==> config.mk <==
export PLATFORM = sky130hd
export DESIGN_NAME = common_pseudo_lru_victim_alloc
export DESIGN_NICKNAME = d
export VERILOG_FILES = /design/src/rtl/common_pseudo_lru_victim_alloc.sv
export SDC_FILE = /design/constraint.sdc
export NUM_CORES = 1
export LEC_CHECK = 0
export ABC_AREA = 1
export CAP_MARGIN = 10
export CORE_AREA = 4 4 41 43
export DETAILED_ROUTE_END_ITERATION = 10
export DIE_AREA = 0 0 45 47
export GPL_TIMING_DRIVEN = 0
export PLACE_DENSITY = 0.54
export SYNTH_ARGS = -nofsm -noshare
export SYNTH_HDL_FRONTEND = slang
export SYNTH_SLANG_ARGS = --single-unit
==> constraint.sdc <==
create_clock -name clk -period 1.8 [get_ports clk]
set_input_delay 0.27 -clock clk [delete_from_list [all_inputs] [get_ports clk]]
set_output_delay 0.27 -clock clk [all_outputs]
set_load 0.005 [all_outputs]
==> src/rtl/common_pseudo_lru_victim_alloc.sv <==
// ---------------------------------------------------------------------------
// common_pseudo_lru_victim_alloc
//
// This block sits between a cache controller and its pseudo-LRU. It does two
// jobs:
//   * Hit touches: it forwards each hit to the pseudo-LRU touch port in the
//     same cycle (zero latency).
//   * Miss allocation: it captures the LRU victim and hands it to the refill
//     engine. When the refill completes, it touches that way as most recently
//     used. Only one miss can be outstanding at a time.
//
// Parameters
//   SUBJECT_COUNT_LOG2 : log2 of the way count. P_COUNT = 1 << SUBJECT_COUNT_LOG2.
//
// Ports
//   clk, reset     : single clock; synchronous active-high reset
//   lru_qaddr      : one-hot victim suggested by the pseudo-LRU
//   lru_waddr      : binary way to touch in the pseudo-LRU
//   lru_wen        : touch strobe to the pseudo-LRU
//   hit_valid      : hit-touch request (valid)
//   hit_way        : hit-touch request (way to touch)
//   hit_ready      : hit-touch request (ready)
//   miss_valid     : allocation request (valid)
//   miss_ready     : allocation request (ready)
//   victim_valid   : allocated victim for the refill engine (valid)
//   victim_way     : allocated victim for the refill engine (way)
//   victim_ready   : allocated victim for the refill engine (ready)
//   refill_done    : one-cycle pulse; the refill of victim_way has finished
// ---------------------------------------------------------------------------
module common_pseudo_lru_victim_alloc #(
    parameter  int SUBJECT_COUNT_LOG2 = 1,
    localparam int P_COUNT            = 1 << SUBJECT_COUNT_LOG2
) (
    input  logic                          clk,
    input  logic                          reset,
    input  logic [P_COUNT-1:0]            lru_qaddr,
    output logic [SUBJECT_COUNT_LOG2-1:0] lru_waddr,
    output logic                          lru_wen,
    input  logic                          hit_valid,
    input  logic [SUBJECT_COUNT_LOG2-1:0] hit_way,
    output logic                          hit_ready,
    input  logic                          miss_valid,
    output logic                          miss_ready,
    output logic                          victim_valid,
    output logic [SUBJECT_COUNT_LOG2-1:0] victim_way,
    input  logic                          victim_ready,
    input  logic                          refill_done
);

    typedef enum logic [1:0] {
        ST_IDLE   = 2'd0,
        ST_ALLOC  = 2'd1,
        ST_REFILL = 2'd2,
        ST_COMMIT = 2'd3
    } state_t;

    state_t                          state_q;
    state_t                          state_d;
    state_t                          state_view;
    logic [SUBJECT_COUNT_LOG2-1:0]   victim_way_q;
    logic [SUBJECT_COUNT_LOG2-1:0]   victim_way_d;

    // Lowest-index-set-bit priority select on lru_qaddr.
    // lower_seen[gi] is high when any bit below gi is set.
    logic [P_COUNT-1:0]              lower_seen;
    logic [P_COUNT-1:0]              first_hot;
    logic [SUBJECT_COUNT_LOG2-1:0]   qaddr_enc;

    generate
        for (genvar gi = 0; gi < P_COUNT; gi++) begin : g_prio
            if (gi == 0) begin : g_first
                assign lower_seen[gi] = 1'b0;
            end else begin : g_rest
                assign lower_seen[gi] = lower_seen[gi-1] | lru_qaddr[gi-1];
            end
            assign first_hot[gi] = lru_qaddr[gi] & ~lower_seen[gi];
        end
    endgenerate

    // first_hot has at most one bit set, so OR-ing the indices yields the
    // binary encoding. An all-zero input leaves the result at way 0.
    always_comb begin
        qaddr_enc = '0;
        for (int i = 0; i < P_COUNT; i++) begin
            if (first_hot[i]) begin
                qaddr_enc = qaddr_enc | SUBJECT_COUNT_LOG2'(i);
            end
        end
    end

    // While reset is held, the outputs behave as in IDLE. This keeps a
    // pending COMMIT from touching the LRU during the reset cycle itself.
    assign state_view = reset ? ST_IDLE : state_q;

    always_comb begin
        miss_ready   = (state_view == ST_IDLE);
        victim_valid = (state_view == ST_ALLOC);
        hit_ready    = (state_view != ST_COMMIT);
        victim_way   = victim_way_q;
        lru_wen      = 1'b0;
        lru_waddr    = '0;
        if (state_view == ST_COMMIT) begin
            // The commit touch wins. The hit is held off through hit_ready.
            lru_wen   = 1'b1;
            lru_waddr = victim_way_q;
        end else if (hit_valid) begin
            lru_wen   = 1'b1;
            lru_waddr = hit_way;
        end
    end

    always_comb begin
        state_d      = state_q;
        victim_way_d = victim_way_q;
        unique case (state_q)
            ST_IDLE: begin
                if (miss_valid) begin
                    victim_way_d = qaddr_enc;
                    state_d      = ST_ALLOC;
                end
            end
            ST_ALLOC: begin
                if (victim_ready) begin
                    state_d = ST_REFILL;
                end
            end
            ST_REFILL: begin
                if (refill_done) begin
                    state_d = ST_COMMIT;
                end
            end
            ST_COMMIT: begin
                state_d = ST_IDLE;
            end
            default: begin
                state_d = ST_IDLE;
            end
        endcase
    end

    always_ff @(posedge clk) begin
        if (reset) begin
            state_q      <= ST_IDLE;
            victim_way_q <= '0;
        end else begin
            state_q      <= state_d;
            victim_way_q <= victim_way_d;
        end
    end

endmodule

# Word-level counts from Yosys, hierarchy flattened
# Index checks and enable logic that the tools add are counted.
[classes]
eq_ne = 9
mux = 10
bitwise_logic = 2
reduce_logical = 4
[ops]
columns = ["op", "n"]
rows = [
  ["$mux 2", 4],
  ["$ne 2x2->1 const B", 4],
  ["$pmux 2 s4", 1],
  ["$eq 2x2->1 const B", 3],
  ["$mux 1", 5],
  ["$eq 2x1->1 const B", 2],
  ["$logic_not 2->1", 2],
  ["$reduce_and 3->1", 1],
  ["$reduce_and 2->1", 1],
  ["$and 1x1->1", 1],
  ["$not 1->1", 1],
]
[word_totals]
ff_bits = 3
out_inout_bits = 6

# Depth between registers and ports, before layout
# Gate-level depths: netlist of the first run.
[depth]
ltp_word = 3
ltp_mapped = 7
depth_no_buf = 7

# Worst setup path before layout of the first run
# OpenSTA, ideal clock, no wires.
[synth_timing]
kind = "reg2reg"
from = "register state_q[0]"
to = "register state_q[0]"
setup_time_ps = 113
arrival_time_ps = 1016
required_ps = 1687
setup_slack_ps = 671
stages_incl_launch_ff = 6
period_less_slack_ps = 1129
path_cell_list = "dfxtp_1 > inv_1 > ha_1 > or2_0 > nor2_1 > nor2_1"
[synth_between]
elab_chain_cells = 3
word_cells_on_any_way = 9
[synth_lines]
columns = ["element", "line", "text"]
rows = [
  ["start: declaration", "57", "state_t state_q;"],
  ["start signal: assignment", "146", "state_q <= state_d;"],
  ["$eq 2x2->1 (tied with other cells)", "115", "unique case (state_q)"],
  ["$ne 2x2->1 (no source line)", "n/a", ""],
  ["$reduce_and 3->1 (no source line)", "n/a", ""],
]
# Parallel ways exist; a longest one is shown, timed or not.
# A chain may end at the register's enable or synchronous reset.

# Worst setup path after layout of the first run
[layout_timing]
from = "input port hit_valid"
to = "output port lru_waddr"
[layout_between]
elab_chain_cells = 2
[layout_lines]
columns = ["element", "line", "text"]
rows = [
  ["start: declaration", "39", "input logic hit_valid,"],
  ["$mux 1", "106", "end else if (hit_valid) begin"],
  ["$mux 1", "102", "if (state_view == ST_COMMIT) begin"],
  ["end: declaration", "37", "output logic [SUBJECT_COUNT_LOG2-1:0] lru_waddr,"],
]
# No other way between the ends.

==> flow_summary.rst, run 1 <==
.. list-table::
   :header-rows: 1

   * - Metric
     - Value
   * - Number of primary I/O pins
     - 15
   * - Number of remaining DRC errors
     - 0
   * - Element type at the critical path start
     - primary input
   * - HP Class
     - primary input to flop
   * - Ratio of cells with drive above 1 in the final layout
     - between 10% and 20%
   * - Dpl cell area
     - about 400 µm²
   * - Number of gates resized after CTS
     - 1
   * - Die outline area
     - ~2100 µm²
   * - Share of flip-flops with an asynchronous set or reset after synthesis
     - 0%
   * - Maximum clock frequency
     - between 500 and 600 MHz
   * - Post-Layout Inst Area
     - between 400 and 500 µm²
   * - Core Box Area
     - about 1300 µm²
   * - Tightest slew margin relative to the limit
     - 88.57%
   * - Antenna violations before repair
     - 0
   * - Commonest cells in the synthesized netlist
     - sky130_fd_sc_hd__nand2_1 (10), sky130_fd_sc_hd__inv_1 (7), sky130_fd_sc_hd__nor2_1 (5)
   * - Depth of the CTS H-tree
     - 1
   * - Worst setup skew after layout
     - 0.001392 ns
   * - Final count of hold timing violations
     - 0
   * - EDFF count, synth
     - 0
   * - Netlist Area Pre-Place
     - around 240 µm²
   * - Final total power
     - around 0.50 mW
   * - Total congestion overflow after global routing
     - 0
   * - Worst path arrival time
     - 1.44 ns
   * - Chip height
     - 47 µm
   * - Largest voltage drop on the vdd net
     - between 0.0004 and 0.0005 V
   * - Largest net degree at the start of global routing
     - 6
   * - Largest fanout on the critical path
     - 2
   * - TritonCTS clock tree
     - yes
   * - Hold_buf cts
     - 0
   * - Skew-Pair Late Insertion Delay
     - 0.24 ns
   * - Number of global-route vias before repair
     - between 200 and 300
   * - End-of-flow core utilization
     - between 30% and 40%
   * - Max-cap check violation count
     - 0
   * - Clock buffers created by TritonCTS
     - 3
   * - Fin. max-slew vios
     - 0
   * - Share of the clock period used by the worst path
     - 95.04%
   * - Global placement routability congestion
     - a little over 0.7
   * - Number of input and output port buffers inserted
     - 14
   * - Commonest register cell after synthesis
     - sky130_fd_sc_hd__dfxtp_1
   * - DP HPWL
     - 482.4 µm
   * - Final Setup Violations
     - 0
   * - Run status
     - completed
   * - Maximum count of clock buffers along a single path
     - 2
   * - Mean cell area of the mapped netlist
     - ~6.3 µm²
   * - Number of distinct standard cells referenced by the synthesized netlist
     - 11
   * - Largest area contributor in the synthesized netlist
     - sky130_fd_sc_hd__dfxtp_1
   * - Horizontal die dimension
     - 45 µm
   * - Starting density of the core
     - 18.46%
   * - Type of element capturing the critical path
     - primary output
   * - Post-Syn Instances
     - 38
   * - Number of sinks on the clock net
     - 3
   * - Number of synthesized register bits
     - 3
   * - Clock period minus final worst setup slack
     - ~1.7 ns
   * - Residual antenna-violating net count after detailed routing
     - 0
   * - Pre-Repair DR Iteration Count
     - 3
   * - Initial drt markers
     - 1
   * - Required time of the worst setup path
     - between 1.5 and 2 ns
   * - Classification of the worst setup path
     - primary input to primary output
   * - Nets in the synthesized netlist
     - 50
   * - Total wirelength of the detailed-routed design
     - 601 µm
   * - Unrepaired setup endpoints after global routing
     - no
   * - Tot GR Track Use
     - approximately 6.8%
   * - Power density over the cells
     - approximately 1200 nW/µm²
   * - Nets
     - slightly below 70
   * - Antenna diodes
     - 0
   * - Postcts setup bufs
     - 0
   * - Area grow syn2layout
     - 77.08%
   * - Filler cell count in the final layout
     - ~150
   * - Static power due to leakage
     - around 0.21 nW
   * - Vias
     - 284
   * - Actual slew at the worst max-slew pin
     - roughly 0.17 ns
   * - Wire length of the first global-routing pass
     - between 900 and 1000 µm
   * - Clock root buffer
     - sky130_fd_sc_hd__clkbuf_4
   * - Part of the Yosys area used for sequential elements
     - about a quarter
   * - Clock-pin slew on the worst setup and hold paths
     - around 0.040 ns
   * - Number of vias per cell after detailed routing
     - 4.000
   * - Count of warnings emitted by yosys
     - 0
   * - Std-Cell Rows
     - 13
   * - Most numerous cell in the Yosys netlist
     - sky130_fd_sc_hd__nand2_1
   * - Post-DR wirelength/cell
     - approximately 8.5 µm
   * - Top-area cell type share of the netlist area
     - around a quarter
   * - Main area contributors after synthesis
     - sky130_fd_sc_hd__dfxtp_1 (25%), sky130_fd_sc_hd__ha_1 (16%), sky130_fd_sc_hd__nand2_1 (16%)
-- kinds of logic after synthesis --
family,after synthesis,synth area share (%)
compound gates,4,8.330
fa+ha+maj,3,15.63
buf+inv,8,12.50
flops,3,25.00
simple gates,20,38.55
-- layout make-up --
class	count	area [µm²]	area share (%)
Clock buffer	4	26.28	6.176
Inverter	8	30.03	7.059
Multi-Input combinational cell	27	150.1	35.29
Sequential cell	3	61.31	14.41
Tap cell	15	18.77	4.412
Timing Repair Buffer	14	138.9	32.65
-- worst max-delay path: stages --
cell                              delay (ns)
sky130_fd_sc_hd__clkdlybuf4s50_1        0.48
sky130_fd_sc_hd__nand2_1                0.05
sky130_fd_sc_hd__a21oi_1                0.13
sky130_fd_sc_hd__clkdlybuf4s50_1        0.51
-- flip-flops by register name (all words and copies together) (netlist names) --
register,count
state_q,2
victim_way,1
-- per-stage QoR --
| stage | setup slack [ns] | hold WS (ns) | instances | setup TNS [ns] |
|---|---|---|---|---|
| after floorplan | 0.6713 | 0.3493 | 38 | 0 |
| after global placement | -0.1135 | 0.5280 | 67 | -0.1135 |
| after detailed placement | -0.1103 | 0.5262 | 67 | -0.1103 |
| after CTS | 0.07443 | 0.4224 | 71 | 0 |
| after global routing | 0.004499 | 0.4229 | 71 | 0 |
| final | 0.08926 | 0.4190 | 71 | 0 |
-- placed cells by master (no fill, tap or decap) --
master	n
sky130_fd_sc_hd__o21ai_0	1
sky130_fd_sc_hd__dlygate4sd2_1	1
sky130_fd_sc_hd__dfxtp_2	1
sky130_fd_sc_hd__ha_1	3
sky130_fd_sc_hd__inv_2	1
sky130_fd_sc_hd__nor2_1	5
sky130_fd_sc_hd__nor3_1	2
sky130_fd_sc_hd__a21oi_1	3
sky130_fd_sc_hd__nand2_1	10
sky130_fd_sc_hd__or2_0	1
sky130_fd_sc_hd__inv_1	7
sky130_fd_sc_hd__clkbuf_4	3
sky130_fd_sc_hd__clkdlybuf4s50_1	13
sky130_fd_sc_hd__nand3_2	2
sky130_fd_sc_hd__clkbuf_1	1
sky130_fd_sc_hd__dfxtp_1	2
-- power breakdown --
group          total [mW]  switching, mW  internal, mW
clock               0.121         0.0381        0.0833
sequential          0.126         0.0298        0.0966
combinational       0.257          0.124         0.133
-- worst paths after layout --
path / from / to / slack, ns / depth (start not counted)
max: hit_valid / lru_waddr / 0.09 / 4
min: reset / victim_way / 0.42 / 2
max reg2reg: state_q[1] / state_q[0] / 0.59 / 5
min reg2reg: victim_way / victim_way / 0.53 / 2
-- routing by layer --
layer / GRT usage (%) / share of wire [%]
met1: 7.014 / 42
met2: 9.605 / 44
met3: 5.747 / 12
met4: 3.509 / 1.8
met5: 0 / 0
No activity file was read; power rests on OpenSTA's default activity.
==> inputs of run 2 (changes only) <==
GPL_ROUTABILITY_DRIVEN = 0   (was not set)
GPL_TIMING_DRIVEN = 1   (was 0)
SLEW_MARGIN = 20   (was not set)
==> flow_summary.rst, run 2 (synthesis gave the netlist of run 1 again) <==
.. list-table::
   :header-rows: 1

   * - Metric
     - Value
   * - Tot GR Track Use
     - 7.103% (+0.32 points)
   * - Fin. max-slew vios
     - 0 (unchanged)
   * - Number of input and output port buffers inserted
     - 14 (unchanged)
   * - Classification of the worst setup path
     - primary input to primary output
   * - Starting density of the core
     - 18.46% (unchanged)
   * - Largest net degree at the start of global routing
     - 6 (unchanged)
   * - Number of vias per cell after detailed routing
     - 3.918 (-2.1%)
   * - Required time of the worst setup path
     - 1.53 ns (about the same)
   * - Depth of the CTS H-tree
     - 1 (unchanged)
   * - Total congestion overflow after global routing
     - 0 (unchanged)
   * - Cell depth of the worst hold path
     - 2 (unchanged)
   * - Vias
     - 286 (+0.70%)
   * - Nets
     - 71 (+2.9%)
   * - Worst setup skew after layout
     - 0.004565 ns (+0.003172 ns)
   * - Initial drt markers
     - 5 (+4)
   * - Element type at the critical path start
     - primary input
   * - Largest voltage drop on the vdd net
     - 0.0005162 V (+20%)
   * - Pre-Repair DR Iteration Count
     - 4 (+1)
   * - Area grow syn2layout
     - 85.42%
   * - Power density over the cells
     - 1153 nW/µm² (-2.9%)
   * - Hold Path End
     - victim_way
   * - Skew-Pair Late Insertion Delay
     - 0.23 ns (about the same)
   * - Hold Worst Slack
     - 0.4380 ns (+0.01902 ns)
   * - Filler cell count in the final layout
     - 147 (-3.3%)
   * - Ratio of cells with drive above 1 in the final layout
     - 17.24% (+4.7 points)
   * - Multi-input gate area
     - 155.1 µm² (+3.3%)
   * - Reg2Reg Setup Slack
     - 0.54 ns (-0.05 ns)
   * - Antenna diodes
     - 0 (unchanged)
   * - Clock buffers created by TritonCTS
     - 3 (unchanged)
   * - HP Class
     - primary input to flop
   * - Number of primary I/O pins
     - 15 (unchanged)
   * - Path depth of the worst reg2reg path
     - 5 (unchanged)
   * - Type of element capturing the critical path
     - primary output
   * - Share of the clock period used by the worst path
     - 96.18% (+1.1 points)
   * - Final count of hold timing violations
     - 0 (unchanged)
   * - Maximum count of clock buffers along a single path
     - 2 (unchanged)
   * - DP HPWL
     - 513.5 µm (+6.4%)
   * - TNS Setup
     - 0 ns (unchanged)
   * - R2r startpoint
     - state_q[0]
   * - Std-Cell Rows
     - 13 (unchanged)
   * - Register name with the most flops
     - state_q
   * - Maximum clock frequency
     - 577.6 MHz (-1.2%)
   * - Metal2 WL
     - 278 µm (+6.1%)
   * - Top routing layer used
     - met3
   * - Clock root buffer
     - sky130_fd_sc_hd__clkbuf_4
   * - Worst R2R End
     - state_q[0]
   * - Chip height
     - 47 µm (unchanged)
   * - Max-cap check violation count
     - 0 (unchanged)
   * - Startpoint of the most critical hold path
     - reset
   * - Post-Place Cells
     - 69 (+3.0%)
   * - Final Setup Violations
     - 0 (unchanged)
   * - Post-DR wirelength/cell
     - 9.000 µm (+6.3%)
   * - Static power due to leakage
     - 0.2196 nW (+5.2%)
   * - Number of flip-flops in the largest register
     - 2 (unchanged)
   * - Core Box Area
     - 1301 µm² (unchanged)
   * - Die outline area
     - 2115 µm² (unchanged)
   * - Total wirelength of the detailed-routed design
     - 657 µm (+9.3%)
   * - Sum of routed wire segments on met1
     - 307 µm (+21%)
   * - Number of remaining DRC errors
     - 0 (unchanged)
   * - Met3 wire len
     - 71 µm (-1.4%)
   * - Clock-pin slew on the worst setup and hold paths
     - 0.04 ns (about the same)
   * - Run status
     - completed
   * - Number of global-route vias before repair
     - 271 (+5.4%)
   * - Top library cells by usage in the layout, fill and taps aside
     - sky130_fd_sc_hd__clkdlybuf4s50_1 (13), sky130_fd_sc_hd__nand2_1 (10), sky130_fd_sc_hd__inv_1 (7), sky130_fd_sc_hd__nor2_1 (5)
   * - Postcts setup bufs
     - 0 (unchanged)
   * - Most frequent standard cell in the layout excluding fill and tap cells
     - sky130_fd_sc_hd__clkdlybuf4s50_1
   * - Residual antenna-violating net count after detailed routing
     - 0 (unchanged)
   * - Non-filler cells, final
     - 73 (+2.8%)
   * - Sequential cell area
     - 61.31 µm² (unchanged)
   * - Unrepaired setup endpoints after global routing
     - no
   * - Antenna violations before repair
     - 0 (unchanged)
   * - Actual slew at the worst max-slew pin
     - 0.1658 ns (-0.004295 ns)
   * - Wire length of the first global-routing pass
     - 1028 µm (+7.2%)
   * - Clock period minus final worst setup slack
     - 1.731 ns (+0.02049 ns)
   * - Largest fanout on the critical path
     - 2 (unchanged)
   * - Horizontal die dimension
     - 45 µm (unchanged)
   * - Number of sinks on the clock net
     - 3 (unchanged)
   * - Final total power
     - 0.5134 mW (+1.7%)
   * - Worst path arrival time
     - 1.46 ns (+0.02 ns)
   * - TritonCTS clock tree
     - yes
   * - Tightest slew margin relative to the limit
     - 88.83% (+0.26 points)
## run 2: changes by cell type in the layout (fill, tap and decap cells not counted)
cell / change
sky130_fd_sc_hd__buf_4: +2
sky130_fd_sc_hd__nor3_1: -1
sky130_fd_sc_hd__nor3_2: +1
## run 2: metrics by stage
step           worst slack (ns)  util [%]  area, µm²
2_1_floorplan            0.6713         -      240.2
3_3_place_gp           -0.05340     31.83      414.1
3_5_place_dp           -0.09143     31.83      414.1
4_1_cts                 0.06473     33.75      439.2
5_1_grt                 0.01602     34.23      445.4
6_report                0.06877     34.23      445.4
## run 2: timing repair
action / CTS / global route
setup endpoints to repair: 2 / 2
hold buffers: 0 / 0
resized for setup: 1 / 2
## run 2: worst max-delay path, cell delays in order
cell and delay [ns]:
sky130_fd_sc_hd__clkdlybuf4s50_1 0.48, sky130_fd_sc_hd__nand2_1 0.06, sky130_fd_sc_hd__a21oi_1 0.14, sky130_fd_sc_hd__clkdlybuf4s50_1 0.52
## run 2: power breakdown
part,leakage [nW],total (mW),internal [mW],switching (mW)
clock,0.0150,0.117,0.0830,0.0342
combinational,0.179,0.270,0.137,0.132
sequential,0.0252,0.127,0.0958,0.0307
total,0.220,0.513,0.316,0.197
## run 2: how the worst max path moves through the flow
stage	slack, ns	start	end	depth (start not counted)
floorplan	0.67	state_q[0]	state_q[0]	5
global route	0.02	state_q[0]	victim_valid	3
detailed placement	-0.09	reset	lru_waddr	6
CTS	0.06	hit_valid	lru_waddr	4
finish	0.07	hit_valid	lru_waddr	4
global placement	-0.05	reset	lru_waddr	6
## run 2: cell type report
type                       count  area share, %
multi-input combinational     27          34.83
sequential                     3          13.76
clock buffer                   4          5.899
inverter                       8          6.742
tap                           15          4.213
timing repair buffer          16          34.55
## run 2: routing by layer
layer | global-route usage (%) | vias to the layer above
li1 | - | 156
met1 | 8.390 | 121
met2 | 9.322 | 9
met3 | 7.663 | 0
met4 | 0 | 0
met5 | 0 | -
==> inputs of run 3 (changes only) <==
CTS_CLUSTER_SIZE = 25   (was not set)
==> results of run 3 <==
No change in the layout: final DEF, timing and power equal those of run 2.
